**src/rtl/uart_pkg.sv**
```systemverilog
// Shared definitions for the UART receive word path: FSM encoding, default
// sizing and the byte-slot placement helper.
package uart_pkg;

    typedef enum logic [1:0] {
        IDLE    = 2'd0,
        COLLECT = 2'd1,
        HOLD    = 2'd2
    } rx_state_e;

    localparam int UART_NBYTES      = 4;
    localparam int UART_TIMEOUT_CYC = 200000;
    localparam int UART_TO_W        = 18;

    // Bit offset of byte slot 'slot' inside an nbytes-wide word.
    function automatic int slot_lsb(input int slot, input int nbytes, input bit msb_first);
        return msb_first ? 8 * (nbytes - 1 - slot) : 8 * slot;
    endfunction

endpackage

```
**src/rtl/uart_rx_word_assembler_timer.sv**
```systemverilog
// Inter-byte idle timer: counts enabled cycles since the last clear and emits
// a registered one-cycle expire pulse when the count reaches TIMEOUT_CYC-1.
module rx_idle_timer
    import uart_pkg::*;
#(
    parameter int TIMEOUT_CYC = UART_TIMEOUT_CYC,
    parameter int TO_W        = UART_TO_W
) (
    input  logic Clk,
    input  logic Rst_n,
    input  logic clr,
    input  logic en,
    output logic expire
);

    localparam logic [TO_W-1:0] CNT_LAST = TO_W'(TIMEOUT_CYC - 1);
    localparam logic [TO_W-1:0] CNT_PRE  = TO_W'(TIMEOUT_CYC - 2);

    logic [TO_W-1:0] count_q, count_d;
    logic            expire_q, expire_d;

    always_comb begin
        // NOTE: every comb output gets a default first so no path leaves it unassigned (no latch).
        count_d  = count_q;
        expire_d = 1'b0;
        if (clr) begin
            count_d = '0;
        end else if (en) begin
            if (count_q != CNT_LAST) count_d = count_q + TO_W'(1);
            // Registered so the pulse lines up with the count reaching CNT_LAST.
            expire_d = (count_q == CNT_PRE);
        end
    end

    always_ff @(posedge Clk or negedge Rst_n) begin
        if (!Rst_n) begin
            count_q  <= '0;
            expire_q <= 1'b0;
        end else begin
            // NOTE: state updates use <= so every flop samples pre-edge values.
            count_q  <= count_d;
            expire_q <= expire_d;
        end
    end

    assign expire = expire_q;

endmodule

```
**src/rtl/uart_rx_word_assembler.sv**
```systemverilog
// Packs UART RX bytes into NBYTES-wide words with a valid/ready handoff,
// overrun reporting and an inter-byte timeout that drops stale partial words.
module uart_rx_word_assembler
    import uart_pkg::*;
#(
    parameter int   NBYTES      = UART_NBYTES,
    parameter bit   MSB_FIRST   = 1'b1,
    parameter int   TIMEOUT_CYC = UART_TIMEOUT_CYC,
    parameter int   TO_W        = UART_TO_W,
    localparam int  CNT_W       = $clog2(NBYTES),
    localparam int  WORD_W      = 8 * NBYTES
) (
    input  logic              Clk,
    input  logic              Rst_n,
    input  logic              rx_done,
    input  logic [7:0]        rx_data,
    output logic [WORD_W-1:0] word_out,
    output logic              word_valid,
    input  logic              word_ready,
    output logic [CNT_W-1:0]  byte_cnt,
    output logic              overrun,
    output logic              timeout
);

    rx_state_e         state_q, state_d;
    logic [WORD_W-1:0] word_q, word_d;
    logic [CNT_W-1:0]  byte_cnt_q, byte_cnt_d;
    logic              overrun_q, overrun_d;
    logic              timeout_q, timeout_d;
    logic              timer_expire;

    // Timer only runs while a partial word is pending; any byte restarts it.
    rx_idle_timer #(
        .TIMEOUT_CYC (TIMEOUT_CYC),
        .TO_W        (TO_W)
    ) u_timer (
        .Clk    (Clk),
        .Rst_n  (Rst_n),
        .clr    (rx_done || (state_q != COLLECT)),
        .en     (state_q == COLLECT),
        .expire (timer_expire)
    );

    always_comb begin
        state_d    = state_q;
        word_d     = word_q;
        byte_cnt_d = byte_cnt_q;
        overrun_d  = 1'b0;
        timeout_d  = 1'b0;

        unique case (state_q)
            IDLE: begin
                word_d = '0;
                if (rx_done) begin
                    word_d[slot_lsb(0, NBYTES, MSB_FIRST) +: 8] = rx_data;
                    byte_cnt_d = CNT_W'(1);
                    state_d    = COLLECT;
                end
            end
            COLLECT: begin
                // A byte arriving on the expire cycle takes priority over the timeout.
                if (rx_done) begin
                    word_d[slot_lsb(int'(byte_cnt_q), NBYTES, MSB_FIRST) +: 8] = rx_data;
                    if (byte_cnt_q == CNT_W'(NBYTES - 1)) begin
                        byte_cnt_d = '0;
                        state_d    = HOLD;
                    end else begin
                        byte_cnt_d = byte_cnt_q + CNT_W'(1);
                    end
                end else if (timer_expire) begin
                    timeout_d  = 1'b1;
                    word_d     = '0;
                    byte_cnt_d = '0;
                    state_d    = IDLE;
                end
            end
            HOLD: begin
                if (word_ready) begin
                    word_d = '0;
                    if (rx_done) begin
                        word_d[slot_lsb(0, NBYTES, MSB_FIRST) +: 8] = rx_data;
                        byte_cnt_d = CNT_W'(1);
                        state_d    = COLLECT;
                    end else begin
                        state_d = IDLE;
                    end
                end else if (rx_done) begin
                    overrun_d = 1'b1;
                end
            end
            default: begin
                word_d     = '0;
                byte_cnt_d = '0;
                state_d    = IDLE;
            end
        endcase
    end

    always_ff @(posedge Clk or negedge Rst_n) begin
        if (!Rst_n) begin
            state_q    <= IDLE;
            word_q     <= '0;
            byte_cnt_q <= '0;
            overrun_q  <= 1'b0;
            timeout_q  <= 1'b0;
        end else begin
            state_q    <= state_d;
            word_q     <= word_d;
            byte_cnt_q <= byte_cnt_d;
            overrun_q  <= overrun_d;
            timeout_q  <= timeout_d;
        end
    end

    assign word_out   = word_q;
    assign word_valid = (state_q == HOLD);
    assign byte_cnt   = byte_cnt_q;
    assign overrun    = overrun_q;
    assign timeout    = timeout_q;

endmodule

```
**config.mk**
```make
export PLATFORM = sky130hd
export DESIGN_NAME = uart_rx_word_assembler
export DESIGN_NICKNAME = d
export VERILOG_FILES = /design/src/rtl/uart_pkg.sv /design/src/rtl/uart_rx_word_assembler_timer.sv /design/src/rtl/uart_rx_word_assembler.sv
export SDC_FILE = /design/constraint.sdc
export NUM_CORES = 1
export LEC_CHECK = 0
export BUFFER_PORTS_ARGS = -buffer_cell sky130_fd_sc_hd__buf_2
export CORE_AREA = 2 2 84 86
export CTS_CLUSTER_DIAMETER = 80
export DETAILED_ROUTE_END_ITERATION = 8
export DIE_AREA = 0 0 86 88
export SYNTH_ARGS = -nofsm -noshare
export SYNTH_HDL_FRONTEND = slang
export SYNTH_SLANG_ARGS = --single-unit
```
**constraint.sdc**
```tcl
create_clock -name Clk -period 3.7 [get_ports Clk]
set_input_delay 0.37 -clock Clk [delete_from_list [all_inputs] [get_ports Clk]]
set_output_delay 0.37 -clock Clk [all_outputs]
set_load 0.01 [all_outputs]
```
* Word-level counts from Yosys, hierarchy flattened
Index checks and enable logic that the tools add are counted.
Widths: inputs -> output; s select.
** Storage, ports and cells
- Input bits :: 12
- Bits in registers :: 57
- Word-level logic and storage cells :: 59
- Output and inout port bits :: 37
** Operators by class
- $add $sub $neg :: 4
- Shift-type cells :: 2
- Reductions and logical operators :: 7
- Multiplexer cells :: 29
- Equal/unequal tests :: 10
** Operators by type and width (number)
- $mux 32 :: 3
- $pmux 32 s3 :: 1
- $mux 18 :: 3
- $neg 6->33 :: 1
- $shift 8x33->32 const A :: 1
- $shiftx 8x33->32 :: 1
- $bwmux 32 :: 1
- $add 18x1->18 const B :: 1
- $eq 18x18->1 const B :: 1
- $mux 2 :: 9
- $ne 18x18->1 const B :: 1
- $pmux 2 s3 :: 2
- $mux 1 :: 9
- $mux 8 :: 1
- $ne 3x3->1 const B :: 2
- $eq 2x2->1 const B :: 2
- $ne 2x1->1 const B :: 2
- $reduce_and 2->1 :: 2
- $reduce_and 4->1 :: 1
- $reduce_bool 2->1 :: 2
- $sub 2x2->3 const A :: 1
- $add 2x1->2 const B :: 1
- $eq 2x1->1 const B :: 1
- $logic_not 2->1 :: 1
- other kinds (2) :: 2

* Depth between registers and ports, before layout
Gate-level depths: netlist of the first run.
- Word-level depth :: 6
- Gate-level depth with buffers :: 7
- Mapped depth without buffers :: 6

* By module
From an unflattened synthesis of the first run, not the netlist that was laid out.
** Second synthesis, totals
- Cells, all modules :: 316
- Area, all modules :: 3155.5 µm²
** By module, submodules not included
- uart_rx_word_assembler :: cells an instance 192, instances 1, sequential area each 950.9 µm², area each 2026.9 µm²
- rx_idle_timer :: cells an instance 124, instances 1, sequential area each 475.5 µm², area each 1128.6 µm²

* Worst setup path after synthesis of the first run
OpenSTA, ideal clock, no wires.
- Kind :: reg-to-reg
- Start point :: reg byte_cnt_q[0], in the netlist byte_cnt[0]
- End point :: reg word_q[24], in the netlist word_out[24]
- Data arrival time :: 1.708 ns
- Path buffers :: 0
- Library setup time :: 0.067 ns
- Period minus slack after synthesis :: 1.775 ns
- Required time :: 3.633 ns
- Path slack :: 1.925 ns
- Cell stages (with the launch flop) :: 7
- Path through :: dfrtp_1 -> inv_1 -> ha_1 -> nor2_1 -> nand4_1 -> a21boi_1 -> a22o_1
** Between the ends
- Cells in the longest elaborated chain, start to end :: 6
- Elaborated cells on any way between the ends :: 7
- Those cells by class :: add/sub: 2; shift: 2; mux: 3
** Ends and longest elaborated chain
- start, declared :: RTL line uart_rx_word_assembler.sv:27 : logic [CNT_W-1:0] byte_cnt_q, byte_cnt_d;
- start signal, assigned :: RTL line uart_rx_word_assembler.sv:109 : byte_cnt_q <= byte_cnt_d;
- $sub 2x2->3 (*) :: RTL line uart_pkg.sv:17 : return msb_first ? 8 * (nbytes - 1 - slot) : 8 * slot;
- $neg 6->33 (*) :: RTL line uart_rx_word_assembler.sv:63 : word_d[slot_lsb(int'(byte_cnt_q), NBYTES, MSB_FIRST) +: 8] = rx_data;
- $shiftx 8x33->32 / $shift 8x33->32 (equally long branches) :: RTL line uart_rx_word_assembler.sv:63
- $bwmux 32 (*) :: RTL line uart_rx_word_assembler.sv:63
- $mux 32 (*) :: RTL line uart_rx_word_assembler.sv:62 : if (rx_done) begin
- $pmux 32 s3 (*) :: RTL line uart_rx_word_assembler.sv:51 : unique case (state_q)
- end signal, assigned :: RTL line uart_rx_word_assembler.sv:108 : word_q <= word_d;
- end, declared :: RTL line uart_rx_word_assembler.sv:26 : logic [WORD_W-1:0] word_q, word_d;
Mark *: on every way between the ends. The rest lies on a longest branch, timed or not.
A chain may end at the register's enable or synchronous reset.

* Worst setup path in the final report of the first run
- Start point :: reg byte_cnt_q[0], in the netlist byte_cnt[0]
- End point :: reg word_q[27], in the netlist word_out[27]
The elaborated chain is that of the path after synthesis.

==> summary.txt, run 1 <==
================================================================================
Clock transition at path regs                                            0.06 ns
Final Hold Viols                                                               0
End of the worst register-to-register path                          word_out[27]
Clock Power Share                                                          0.352
Critical path launch point type                                         register
CTS buffer count                                                               9
Max-Slew Margin vs Limit                                                   0.432
Number of global-route vias before repair                                  2,055
Count of distinct cell types in the synthesized netlist                       42
Post-route DRC                                                                 0
Number of instances in the synthesized netlist                               276
H-tree level count                                                             3
Ant. Diodes                                                                    0
Number of pins with negative max-slew slack in the final report                0
Die Height                                                                 88 um
Clock latency on the worst-skew pair                                     0.34 ns
Cell Area, Synth                                                    0.00275 mm^2
Width of the chip                                                          86 um
Cell taking the most area after synthesis                           sky130_fd_sc_hd__dfrtp_1
R2R setup slack                                                          1.65 ns
Pwr Density                                                          581 mW/mm^2
Internal Power                                                           1.27 mW
Initial antenna violation count                                                0
Sum of net half-perimeters after detailed placement                      4350 um
Average wire per standard cell                                           15.2 um
Total instance count after detailed placement                                394
Number of post-CTS setup repair buffers                                        0
Net switching power                                                     0.630 mW
TritonCTS sink count                                                          57
DRT iter0 DRCs                                                                96
Path class of the lowest-slack min-delay path                           in2async
VDD IR-drop max                                                         0.332 mV
I/O pins                                                                      49
Via count normalized by instance count                                      5.26
Most frequent cell after synthesis                                  sky130_fd_sc_hd__dfrtp_1
Mapped Nets                                                                  295
Arr. time, crit path                                                     2.32 ns
Switching share of power                                                   0.332
Flop and latch count out of synthesis                                         57
Vias post-DR                                                               2,157
Proportion of layout cells with a drive suffix above 1                     0.248
PostCTS Resize Cnt                                                             0
Worst setup slack after placement                                        1.70 ns
Port Buffer Count                                                             48
Sequential area share after synthesis                                      0.519
Final net count                                                              344
P_leak                                                                   1.55 nW
Post-layout total power                                                  1.90 mW
Post-layout instance count excluding filler cells                            410
MaxCap Viol Count                                                              0
Setup Total Neg Slack                                                       0 ns
Share of the synthesized area in the top cell type                         0.519
Most area-consuming cells after synthesis                           sky130_fd_sc_hd__dfrtp_1 (52%), sky130_fd_sc_hd__a21oi_1 (5.3%), sky130_fd_sc_hd__nand3_1 (5.1%), sky130_fd_sc_hd__nand2_1 (4.9%), sky130_fd_sc_hd__ha_1 (3.2%)
Maximum number of pins on one net before global-route repair                  39
First drt pass iteration count                                                 4
Die ar.                                                             0.00757 mm^2
Setup violators final                                                          0
Number of enable flip-flop cells after synthesis                               0
Post-synth top cells                                                sky130_fd_sc_hd__dfrtp_1 (57), sky130_fd_sc_hd__nand2_1 (36), sky130_fd_sc_hd__a21oi_1 (29), sky130_fd_sc_hd__nand3_1 (28), sky130_fd_sc_hd__nor2_1 (20)
Maximum fanout encountered on the critical timing path                        10
Global-route wire length before repair                                 10,300 um
Core Box Area                                                       0.00664 mm^2
Unrepaired setup endpoints after global routing                               no
Mean instance size in the synthesized netlist                          9.96 um^2
Post-route ant nets                                                            0
Count of warnings emitted by yosys                                             0
Tmin final                                                               2.05 ns
Sequential fraction of design power                                        0.397
Top_reg_cell synth                                                  sky130_fd_sc_hd__dfrtp_1
Status                                                              complete, no violations
Critical register-to-register path startpoint                        byte_cnt[0]
Period utilization                                                         0.554
Required time reported for the critical path endpoint                    3.97 ns
Clock skew after layout                                               0.00576 ns
Final Worst Setup Slack                                                  1.65 ns
Num rows                                                                      30
Worst reg-to-reg path cell count                                               6
Filler Cell Count                                                            630
CTS tree                                                                     yes
Share of async-settable or async-resettable flops after synthesis           1.00
Area added between synthesis and finish                                    18.7%
Last weighted congestion value of the routability-driven placer            0.765
Critical Path Sink Type                                                 register
Achievable frequency                                                     488 MHz
Overflow after GRT                                                             0
Total track usage                                                          0.178
CTS Root Buffer Type                                                sky130_fd_sc_hd__clkbuf_8
Initial Utilization                                                        0.414
Number of hold buffers added after CTS                                         0
Transition at the pin with the smallest max-transition slack            0.851 ns
CTS Buffer Depth                                                               2
Logic pwr share                                                            0.251
Total wirelength of the detailed-routed design                           6240 um
Worst setup path category                                                reg2reg
================================================================================
## worst max-delay path, cell delays in order, from the launching register on
cell	delay (ns)
sky130_fd_sc_hd__dfrtp_1	0.50
sky130_fd_sc_hd__inv_1	0.13
sky130_fd_sc_hd__ha_1	0.36
sky130_fd_sc_hd__nor2_1	0.12
sky130_fd_sc_hd__nand4_1	0.11
sky130_fd_sc_hd__a21boi_1	0.54
sky130_fd_sc_hd__a22o_1	0.22
## cell usage in the layout (no fill, tap or decap), types with 2 or more instances in the layout
cell and count:
sky130_fd_sc_hd__nor3_2 2, sky130_fd_sc_hd__buf_4 2, sky130_fd_sc_hd__nor3_1 3, sky130_fd_sc_hd__nor4b_1 2, sky130_fd_sc_hd__nand3_1 28, sky130_fd_sc_hd__nand4_1 6
sky130_fd_sc_hd__o21ai_0 7, sky130_fd_sc_hd__nand2_1 36, sky130_fd_sc_hd__bufinv_16 2, sky130_fd_sc_hd__or3_1 3, sky130_fd_sc_hd__inv_1 5, sky130_fd_sc_hd__dfrtp_1 57
sky130_fd_sc_hd__nor2_1 20, sky130_fd_sc_hd__a22o_1 9, sky130_fd_sc_hd__and2_2 2, sky130_fd_sc_hd__buf_2 48, sky130_fd_sc_hd__clkbuf_8 11, sky130_fd_sc_hd__xnor2_1 5
sky130_fd_sc_hd__and3_4 2, sky130_fd_sc_hd__xor2_1 6, sky130_fd_sc_hd__clkinv_2 2, sky130_fd_sc_hd__nor2b_1 2, sky130_fd_sc_hd__and4_1 2, sky130_fd_sc_hd__a21o_1 4
sky130_fd_sc_hd__ha_1 7, sky130_fd_sc_hd__and3_2 3, sky130_fd_sc_hd__and2_1 7, sky130_fd_sc_hd__a21oi_1 29, sky130_fd_sc_hd__and3_1 4
## registers in the layout (all words and copies together), names as in the netlist
name             count
timeout              1
state_q              2
byte_cnt             2
overrun              1
u_timer.count_q     18
u_timer.expire       1
word_out            32
## worst max path at each step
stage	startpoint	to	slack, ns
after CTS	byte_cnt[0]	word_out[27]	1.67
after floorplan	byte_cnt[0]	word_out[24]	1.92
after global placement	byte_cnt[0]	word_out[24]	1.78
after detailed placement	byte_cnt[0]	word_out[27]	1.70
final	byte_cnt[0]	word_out[27]	1.65
after global routing	byte_cnt[0]	word_out[26]	1.51
## through the flow
stage               hold slack (ns)  instance area (um^2)   util
finish                        0.139                  3260  0.491
CTS                           0.166                  3260  0.491
global placement              0.489                  3040  0.457
floorplan                    0.0744                  2750      -
detailed placement            0.487                  3040  0.457
global route                  0.210                  3260  0.491
## power groups by stage
stage | combinational, mW | sequential, mW | clock (mW)
detailed placement | 0.476 | 0.764 | 0
CTS | 0.478 | 0.753 | 0.682
global placement | 0.472 | 0.763 | 0
floorplan | 0.316 | 0.779 | 0
global route | 0.531 | 0.765 | 0.712
finish | 0.476 | 0.753 | 0.667
## final cells by class
type	count	area, um^2	share of cell area
flip-flops and latches	57	1430	0.437
multi-input cells	202	1230	0.378
repair buffers	50	255	0.0782
clock buffers	11	151	0.0464
well taps	80	100	0.0307
clock inverters	5	77.6	0.0238
inverters	5	18.8	0.00575
## cells by family (layout without fill, tap and decap cells)
| family | Yosys count | in the layout | share of synthesized area |
|---|---|---|---|
| AOI/OAI and AO/OA | 54 | 54 | 0.121 |
| xor gates and xnor gates | 11 | 11 | 0.0350 |
| adders and majority gates | 7 | 7 | 0.0318 |
| buffers and inverters | 17 | 71 | 0.0323 |
| DFF | 57 | 57 | 0.519 |
| and+or+nand+nor | 130 | 130 | 0.261 |
## routing by layer
| metal | vias to the layer above | part of all wire | GRT usage |
|---|---|---|---|
| met5 | - | 0 | 0 |
| met2 | 48 | 0.47 | 0.283 |
| met1 | 1039 | 0.46 | 0.235 |
| li1 | 1064 | - | - |
| met3 | 6 | 0.058 | 0.0603 |
| met4 | 0 | 0.0088 | 0.0476 |
No activity file was read; power rests on OpenSTA's default activity.
==> run 2: changes to the inputs <==
--- a/config.mk
+++ b/config.mk
@@ -5,11 +5,12 @@
 export SDC_FILE = /design/constraint.sdc
 export NUM_CORES = 1
 export LEC_CHECK = 0
+export ABC_AREA = 1
 export BUFFER_PORTS_ARGS = -buffer_cell sky130_fd_sc_hd__buf_2
-export CORE_AREA = 2 2 84 86
+export CORE_AREA = 2 2 94 96
 export CTS_CLUSTER_DIAMETER = 80
 export DETAILED_ROUTE_END_ITERATION = 8
-export DIE_AREA = 0 0 86 88
+export DIE_AREA = 0 0 96 98
 export SYNTH_ARGS = -nofsm -noshare
 export SYNTH_HDL_FRONTEND = slang
 export SYNTH_SLANG_ARGS = --single-unit
==> constraint.sdc (replaced) <==
create_clock -name Clk -period 2.1 [get_ports Clk]
set_input_delay 0.21 -clock Clk [delete_from_list [all_inputs] [get_ports Clk]]
set_output_delay 0.21 -clock Clk [all_outputs]
set_load 0.01 [all_outputs]
==> run 2 against run 1 <==
Against the previous run: combinational power grew to 3.6 times the previous value; routed wire length up 41%; fmax is 12% higher; die area is 24% higher; power increased by 110%; non-clock buffer count increased by 8; synthesized cell count grew 75%; clock skew is 0.0055 ns higher.
==> summary.txt, run 2 <==
================================================================================
Core Box Area                                                       0.00847 mm^2   +27%
Share of async-settable or async-resettable flops after synthesis           1.00   unchanged
Initial antenna violation count                                                0   unchanged
Post-route DRC                                                                 0   unchanged
Initial Utilization                                                        0.402   -0.0116
Port Buffer Count                                                             48   unchanged
Worst setup slack after placement                                       0.319 ns   -1.38 ns
Most common library cell in the layout ignoring fill and taps       sky130_fd_sc_hd__nand2_1
Width of the chip                                                          96 um   +12%
Final Hold Viols                                                               0   unchanged
Pwr Density                                                         1010 mW/mm^2   +74%
Number of instances in the synthesized netlist                               483   +75%
Die Height                                                                 98 um   +11%
CTS buffer count                                                               9   unchanged
Compound-cell area share of the yosys netlist                             0.0933   -0.0277
Most area-consuming cells after synthesis                           sky130_fd_sc_hd__dfrtp_1 (42%), sky130_fd_sc_hd__nand2_1 (15%), sky130_fd_sc_hd__nand3_1 (8.8%), sky130_fd_sc_hd__nor2_1 (6.7%), sky130_fd_sc_hd__o21ai_0 (5.6%)
Post-Synth Adder-Cell Area                                                0.0257   -0.00613
Setup violators final                                                          0   unchanged
Num rows                                                                      34   +13%
Max-Slew Margin vs Limit                                                   0.602   +0.170
Unrepaired setup endpoints after global routing                               no
Cell Area, Synth                                                    0.00341 mm^2   +24%
Transition at the pin with the smallest max-transition slack            0.597 ns   -0.255 ns
Vias post-DR                                                               3,254   +51%
First drt pass iteration count                                                 5   +1
Commonest cells after routing, fill and taps aside                  sky130_fd_sc_hd__nand2_1 (136), sky130_fd_sc_hd__nor2_1 (61), sky130_fd_sc_hd__nand3_1 (60)
Worst reg-to-reg path cell count                                              10   +4
Proportion of layout cells with a drive suffix above 1                     0.160   -0.0883
TritonCTS sink count                                                          57   unchanged
Global-route wire length before repair                                 15,000 um   +45%
Number of pins with negative max-slew slack in the final report                0   unchanged
Ant. Diodes                                                                    0   unchanged
Flop and latch count out of synthesis                                         57   unchanged
Combinational family with the most area after synthesis             simple AND/OR/NAND/NOR gates
Mean instance size in the synthesized netlist                          7.05 um^2   -29%
Area added between synthesis and finish                                    15.7%
Clock skew after layout                                                0.0112 ns   +0.00547 ns
Clock transition at path regs                                            0.07 ns   about the same
Critical Path Sink Type                                                 register
CTS Buffer Depth                                                               2   unchanged
Largest register FFs                                                          32   unchanged
Clock latency on the worst-skew pair                                     0.33 ns   about the same
Total track usage                                                          0.200   +0.0215
Maximum number of pins on one net before global-route repair                  34   -13%
Tmin final                                                               1.84 ns   -0.212 ns
Last weighted congestion value of the routability-driven placer            0.921   +20%
Count of distinct cell types in the synthesized netlist                       26   -38%
Maximum fanout encountered on the critical timing path                        10   unchanged
Synthesized-area fraction occupied by xor and xnor cells                  0.0231   -0.0119
P_leak                                                                   1.90 nW   +23%
Overflow after GRT                                                             0   unchanged
Post-synth top cells                                                sky130_fd_sc_hd__nand2_1 (136), sky130_fd_sc_hd__nor2_1 (61), sky130_fd_sc_hd__nand3_1 (60), sky130_fd_sc_hd__dfrtp_1 (57), sky130_fd_sc_hd__inv_1 (47)
Setup Total Neg Slack                                                       0 ns   unchanged
Number of global-route vias before repair                                  3,165   +54%
DRT iter0 DRCs                                                               149   +55%
Via count normalized by instance count                                      5.04   -4.1%
Arr. time, crit path                                                     2.10 ns   -0.22 ns
I/O pins                                                                      49   unchanged
Period utilization                                                         0.874   +0.321
Number of post-CTS setup repair buffers                                        0   unchanged
Total wirelength of the detailed-routed design                           8820 um   +41%
Average wire per standard cell                                           13.7 um   -10%
Status                                                              complete, no violations
Hold Path Cell Cnt                                                             4
Cell taking the most area after synthesis                           sky130_fd_sc_hd__dfrtp_1
VDD IR-drop max                                                         0.413 mV   +25%
H-tree level count                                                             3   unchanged
MaxCap Viol Count                                                              0   unchanged
Number of enable flip-flop cells after synthesis                               0   unchanged
Mapped Nets                                                                  502   +70%
Die ar.                                                             0.00941 mm^2   +24%
Sequential area share after synthesis                                      0.419   -0.0998
Top_reg_cell synth                                                  sky130_fd_sc_hd__dfrtp_1
Required time reported for the critical path endpoint                    2.36 ns   -1.61 ns
Multiplexer share of the synthesized area                                      0   unchanged
Count of warnings emitted by yosys                                             0   unchanged
Worst setup path category                                                reg2reg
Achievable frequency                                                     545 MHz   +12%
Sum of net half-perimeters after detailed placement                      6250 um   +44%
Final Worst Setup Slack                                                 0.264 ns   -1.39 ns
CTS tree                                                                     yes
Critical path launch point type                                         register
Final net count                                                              552   +60%
Path class of the lowest-slack min-delay path                             in2reg
CTS Root Buffer Type                                                sky130_fd_sc_hd__clkbuf_8
Most frequent cell after synthesis                                  sky130_fd_sc_hd__nand2_1
Share of synthesized cell area in and, or, nand and nor gates              0.352   +0.0904
Share of the synthesized area in the top cell type                         0.419   -0.0998
Post-route ant nets                                                            0   unchanged
================================================================================
run 2: repair_timing:
item,4_1_cts,5_1_grt
hold buffers,1,0
hold endpoints to repair,24,0
gates resized for setup,0,0
run 2: final timing paths:
| check | startpoint | endpoint | slack (ns) |
|---|---|---|---|
| min in group asynchronous | Rst_n | word_out[7] | 0.42 |
| min reg2reg | word_out[24] | word_out[24] | 0.50 |
| max | byte_cnt[1] | word_out[19] | 0.26 |
| min | word_ready | overrun | 0.18 |
| max reg2reg | byte_cnt[1] | word_out[19] | 0.26 |
| max in group asynchronous | Rst_n | u_timer.count_q[11] | 1.08 |
run 2: final cells by class:
type                    count  area, um^2
multi-input cells         355        1680
fillers                   847        4530
well taps                 108         135
flip-flops and latches     57        1430
clock buffers              10         138
inverters                  52         195
clock inverters             5        32.5
repair buffers             58         330
run 2: cells by family (layout without fill, tap and decap cells):
family	count (synthesis)	in the layout
and+or+nand+nor	280	280
buffers and inverters	71	125
xor gates and xnor gates	9	9
DFF	57	57
adders and majority gates	7	7
AOI/OAI and AO/OA	59	59
run 2: power by group:
part           total, mW  internal, mW  switching (mW)
Sequential          1.37          1.23           0.146
Clock              0.915         0.449           0.466
Combinational       1.69         0.478            1.21
run 2: stage by stage:
step	power (mW)	area [um^2]	instances	utilization	hold slack, ns
global route	4.27	3940	645	0.465	0.194
detailed placement	3.06	3760	629	0.444	0.257
floorplan	2.57	3410	483	-	-0.0856
CTS	3.99	3940	645	0.465	0.165
finish	3.98	3940	645	0.465	0.181
global placement	3.03	3760	629	0.444	0.248
run 2: worst max-delay path, cell delays in order (launching register included):
cell and delay (ns):
sky130_fd_sc_hd__dfrtp_1 0.44, sky130_fd_sc_hd__inv_1 0.10, sky130_fd_sc_hd__ha_1 0.32, sky130_fd_sc_hd__inv_2 0.11
sky130_fd_sc_hd__nor2_4 0.20, sky130_fd_sc_hd__nand2_2 0.15, sky130_fd_sc_hd__nor2_1 0.14, sky130_fd_sc_hd__nand2_1 0.06
sky130_fd_sc_hd__o21ai_1 0.09, sky130_fd_sc_hd__nand3_1 0.08, sky130_fd_sc_hd__nand2_1 0.06
run 2: per-layer routing:
metal  track usage  up-vias  wire, um
li1              -     1646         -
met1         0.288     1524      4330
met2         0.312       80      4060
met3        0.0270        4       373
met4        0.0571        0        55
met5             0        -         0
